--- src/rtl/ram_arbiter.sv ---
// ram_arbiter: two-master arbiter in front of the single data port of the
// byte-lane RAM. Master 0 (load/store unit) has default priority; master 1
// (debug bus) is forced through after STARVE_LIM consecutive lost cycles.
// Out-of-range accesses are absorbed here and answered with an error pulse.
module ram_arbiter #(
    parameter int unsigned RAM_AW     = 11,
    parameter logic [31:0] BASE_ADDR  = 32'h0000_0000,
    parameter int unsigned STARVE_LIM = 4
) (
    input  logic              clk,
    input  logic              rstn,
    input  logic              m0_req,
    input  logic [31:0]       m0_addr,
    input  logic              m0_we,
    input  logic [3:0]        m0_wstrb,
    input  logic [31:0]       m0_wdata,
    output logic              m0_gnt,
    output logic              m0_rvalid,
    output logic [31:0]       m0_rdata,
    output logic              m0_err,
    input  logic              m1_req,
    input  logic [31:0]       m1_addr,
    input  logic              m1_we,
    input  logic [3:0]        m1_wstrb,
    input  logic [31:0]       m1_wdata,
    output logic              m1_gnt,
    output logic              m1_rvalid,
    output logic [31:0]       m1_rdata,
    output logic              m1_err,
    output logic              ram_en,
    output logic [3:0]        ram_we,
    output logic [RAM_AW-1:0] ram_addr,
    output logic [31:0]       ram_wdata,
    input  logic [31:0]       ram_rdata
);

    localparam int unsigned CNT_W    = 4;
    localparam logic [31:0]  WIN_SIZE = 32'(64'(4) << RAM_AW);
    localparam logic [CNT_W-1:0] LIM  = CNT_W'(STARVE_LIM);

    logic [CNT_W-1:0] starve_cnt_q, starve_cnt_d;
    logic             rd_pend_q, rd_pend_d;
    logic             rd_owner_q, rd_owner_d;
    logic             oor_q, oor_d;
    logic             err_q, err_d;

    logic        grant0, grant1, any_gnt;
    logic [31:0] sel_addr, sel_wdata, offset;
    logic        sel_we, in_range;
    logic [3:0]  sel_wstrb;
    logic [31:0] resp_data;

    // Winner selection, request mux, range check and RAM port drive
    always_comb begin
        grant1    = m1_req & (~m0_req | (starve_cnt_q == LIM));
        grant0    = m0_req & ~grant1;
        any_gnt   = grant0 | grant1;
        sel_addr  = grant1 ? m1_addr  : m0_addr;
        sel_we    = grant1 ? m1_we    : m0_we;
        sel_wstrb = grant1 ? m1_wstrb : m0_wstrb;
        sel_wdata = grant1 ? m1_wdata : m0_wdata;
        offset    = sel_addr - BASE_ADDR;
        in_range  = offset < WIN_SIZE;
        ram_en    = any_gnt & in_range;
        ram_we    = (ram_en & sel_we) ? sel_wstrb : 4'b0000;
        ram_addr  = offset[RAM_AW+1:2];
        ram_wdata = sel_wdata;
        m0_gnt    = grant0;
        m1_gnt    = grant1;
    end

    // Next-state: starvation counter and response pipeline
    always_comb begin
        starve_cnt_d = starve_cnt_q;
        if (!m1_req || grant1) begin
            starve_cnt_d = '0;
        end else if (grant0 && (starve_cnt_q != LIM)) begin
            starve_cnt_d = starve_cnt_q + CNT_W'(1);
        end
        rd_pend_d  = any_gnt & ~sel_we;
        rd_owner_d = grant1;
        oor_d      = ~in_range;
        err_d      = any_gnt & ~in_range;
    end

    // State registers
    always_ff @(posedge clk or negedge rstn) begin
        if (!rstn) begin
            starve_cnt_q <= '0;
            rd_pend_q    <= 1'b0;
            rd_owner_q   <= 1'b0;
            oor_q        <= 1'b0;
            err_q        <= 1'b0;
        end else begin
            starve_cnt_q <= starve_cnt_d;
            rd_pend_q    <= rd_pend_d;
            rd_owner_q   <= rd_owner_d;
            oor_q        <= oor_d;
            err_q        <= err_d;
        end
    end

    // Route the response to the owning master; non-owners see zero data
    always_comb begin
        resp_data = oor_q ? 32'h0 : ram_rdata;
        m0_rvalid = rd_pend_q & ~rd_owner_q;
        m1_rvalid = rd_pend_q &  rd_owner_q;
        m0_rdata  = m0_rvalid ? resp_data : 32'h0;
        m1_rdata  = m1_rvalid ? resp_data : 32'h0;
        m0_err    = err_q & ~rd_owner_q;
        m1_err    = err_q &  rd_owner_q;
    end

endmodule

--- config.mk ---
export PLATFORM = sky130hd
export DESIGN_NAME = ram_arbiter
export DESIGN_NICKNAME = d
export VERILOG_FILES = /design/src/rtl/ram_arbiter.sv
export SDC_FILE = /design/constraint.sdc
export NUM_CORES = 1
export LEC_CHECK = 0
export ABC_AREA = 1
export BUFFER_PORTS_ARGS = -buffer_cell sky130_fd_sc_hd__buf_2
export CAP_MARGIN = 15
export CORE_AREA = 2 2 113 115
export DETAILED_ROUTE_END_ITERATION = 8
export DIE_AREA = 0 0 115 117
export PLACE_DENSITY = 0.42
export SKIP_LAST_GASP = 1
export SLEW_MARGIN = 25
export SYNTH_ARGS = -nofsm -noshare
export SYNTH_HDL_FRONTEND = slang
export SYNTH_SLANG_ARGS = --single-unit
--- constraint.sdc ---
create_clock -name clk -period 3.3 [get_ports clk]
set_input_delay 0 -clock clk [delete_from_list [all_inputs] [get_ports clk]]
set_output_delay 0 -clock clk [all_outputs]
set_load 0.01 [all_outputs]
==> metrics.cfg <==
[outcome]
outcome = completed

[power_and_ir_drop]
power.density_cell_area_nw_per_um2 = 187
vdd.ir_drop.worst_uv = 130
cellLeakagePower_nw = 2.20

[floorplanning]
floorplan.die_area_um2 = 13500
placementRows = 41
die_y_um = 117
initial_core_util = 0.135
core_um2 = 12300
io_pins = 292
die_x_um = 115

[worst_setup_path]
critical_path.endpoint = ram_we[3]
setup.worst_path.class = reg -> out
worst-path-max-fanout = 48
critical-path-max-stage-delay_ps = 580
launch_instance_of_the_worst_register_to_register_path = starve_cnt_q[0]
cp_slowest_cell = sky130_fd_sc_hd__inv_2
cp_data_required_time_ps = 3300
worstReg2RegEnd = err_q
worst-r2r-cell-count = 9
critPathLaunchType = flop
critPathLaunch = starve_cnt_q[0]
worstPathArrival_ps = 2420
critPathCaptureType = primary output
register_to_register_path_setup_slack_ps = 1390
critical_path_cell_sequence = inv_1 -> ha_1 -> nand3_1 -> a21oi_4 -> inv_2 -> nand2_1 -> nand2_1 -> nand3_1 -> nor2_1 -> buf_2

[sta]
worst_clock_skew_ps = 2.67
achievable-frequency_mhz = 413
post-route-min-period_ps = 2420
tns_ps = 0
grt_setup_unrepaired = no
final-setup-viol-count = 0
final_hold_viols = 0
setup_ws_ps = 878
slew_violations = 0
fin_worst_hold_slack_ps = 55.4
post-route-period-util = 0.734
worst_pin_slew_ps = 1030
slew-limit-headroom = 0.317

[yosys]
synth_edf_count = 0
synth.cells.most_frequent = sky130_fd_sc_hd__nand2_1 (154), sky130_fd_sc_hd__nor3_1 (65), sky130_fd_sc_hd__inv_1 (50), sky130_fd_sc_hd__nor2_1 (36), sky130_fd_sc_hd__clkbuf_1 (13)
synth_most_common_cell = sky130_fd_sc_hd__nand2_1
ys.warnings.count = 0
synthesis.instances = 350
synth-main-ff-cell = sky130_fd_sc_hd__dfrtp_1
synthesis.nets = 526
synth_unique_cells = 19
syn_avg_cell_area_um2 = 4.74
yosys_register_bits = 8
synth_sequential_area_ratio = 0.121
async_reset_ff_frac = 1.00
netlist_area_um2 = 1660
ys_top_cells_by_area = sky130_fd_sc_hd__nand2_1 (35%), sky130_fd_sc_hd__nor3_1 (20%), sky130_fd_sc_hd__dfrtp_1 (12%), sky130_fd_sc_hd__inv_1 (11%), sky130_fd_sc_hd__nor2_1 (8.2%)
yosysTopAreaCell = sky130_fd_sc_hd__nand2_1
post-synth-top-area-fraction = 0.349

[drt]
route.detailed.vias_per_inst = 3.90
drc_errors = 0
post_detailed_routing_wire_length_um = 9080
drt_iter0_markers = 75
drt_first_pass_iters = 4
drtAntennaViolNets = 0
vias = 3005
avgRoutedWirePerCell_um = 11.8

[clock_network]
clkTransAtPathRegs_ps = 40
clock_sink_count = 8
post_cts_buffers = 0
tritoncts = done
ctsRootBufferMaster = sky130_fd_sc_hd__clkbuf_16
tritoncts.num_buffers = 3
max-clock-path-buffers = 2
h-tree-depth = 1
clock_insertion_delay_worst_skew_ps = 230

[min_path]
timing.hold.worst.class = in -> reg

[final_layout]
fin_nets = 797
synthToLayoutAreaGrowth_pct = 96.5
antenna_cells_inserted = 0
final_core_utilization = 0.265
drive_gt1_frac = 0.476

[global_route]
grt_overflow_total = 0
grtUsageTotal = 0.113
first_pass_grt_wire_length_um = 12400
antenna_found_initial = 0
grt_max_degree = 65
via_count_of_the_first_global_routing_pass = 2493

[place]
placement.setup.worst_slack_ps = 981
dp_hpwl_um = 7820
total_of_buffers_placed_on_input_and_output_ports = 287
place_congestion = 0.738

[flow_run]
number_of_maximum_capacitance_violations = 0

logic make-up (layout without fill, tap and decap cells):
kind of cell / count (synthesis) / in the layout / synth area share
XOR/XNOR: 2 / 2 / 0.0106
flip-flops: 8 / 8 / 0.121
AO/OA/AOI/OAI: 1 / 1 / 0.00981
AND/OR/NAND/NOR: 263 / 263 / 0.654
buffers and inverters: 74 / 344 / 0.190
adder cells (fa/ha/maj): 2 / 2 / 0.0151
placed cells by master (no fill, tap or decap), drive strengths merged:
master	count
nor3	65
nand4	2
clkbuf	4
and2	2
xor2	1
nand3	4
ha	2
inv	51
dlygate4sd3	1
nand2	154
dfrtp	8
xnor2	1
nor2	36
buf	288
a21oi	1
timing repair:
item,CTS,global route
gates resized for setup,0,0
hold buffers,1,0
hold endpoints to repair,8,0
through the flow:
stage / total power (W) / area [µm²] / cells
global placement: 0.000405 / 3170 / 765
detailed placement: 0.000408 / 3170 / 765
finish: 0.000608 / 3260 / 770
CTS: 0.000620 / 3260 / 770
floorplan: 0.000238 / 1660 / 350
global route: 0.000655 / 3260 / 770
power breakdown:
part           switching, W  internal (W)
Clock             0.0000463      0.000161
Combinational      0.000161      0.000135
Sequential       0.00000309      0.000102
Total              0.000211      0.000398
how the worst min path moves through the flow:
stage / startpoint / to / slack (ps) / cells after the start
6_report: m0_req / rd_owner_q / 60 / 2
5_1_grt: m0_req / rd_owner_q / 70 / 2
4_1_cts: m0_req / rd_owner_q / 60 / 2
3_5_place_dp: rstn / starve_cnt_q[2] / -150 / 1
3_3_place_gp: rstn / starve_cnt_q[1] / -150 / 1
2_1_floorplan: rstn / err_q / -300 / 0
final cells by class:
class / instances / area (µm²)
Clock buffer: 4 / 78.8
Fill cell: 1434 / 9050
Inverter: 51 / 191
Multi-Input combinational cell: 268 / 1140
Sequential cell: 8 / 201
Tap cell: 150 / 188
Timing Repair Buffer: 289 / 1450
layer usage:
| metal | global-route usage | wire length (µm) |
|---|---|---|
| met3 | 0.0196 | 820 |
| met5 | 0 | 0 |
| met1 | 0.134 | 3670 |
| met4 | 0.0161 | 19 |
| met2 | 0.216 | 4570 |
sequential cells by signal, summed over array words and instances (netlist names):
name	flops
starve_cnt_q	4
rd_pend_q	1
rd_owner_q	1
err_q	1
oor_q	1
worst max-delay path, delay by kind of cell (launching register included):
kind,cells,cell delay (ps)
compound gates,1,110
fa+ha+maj,1,190
buf+inv,3,790
flops,1,380
simple gates,5,720
Power figures use the tool's default switching activity.
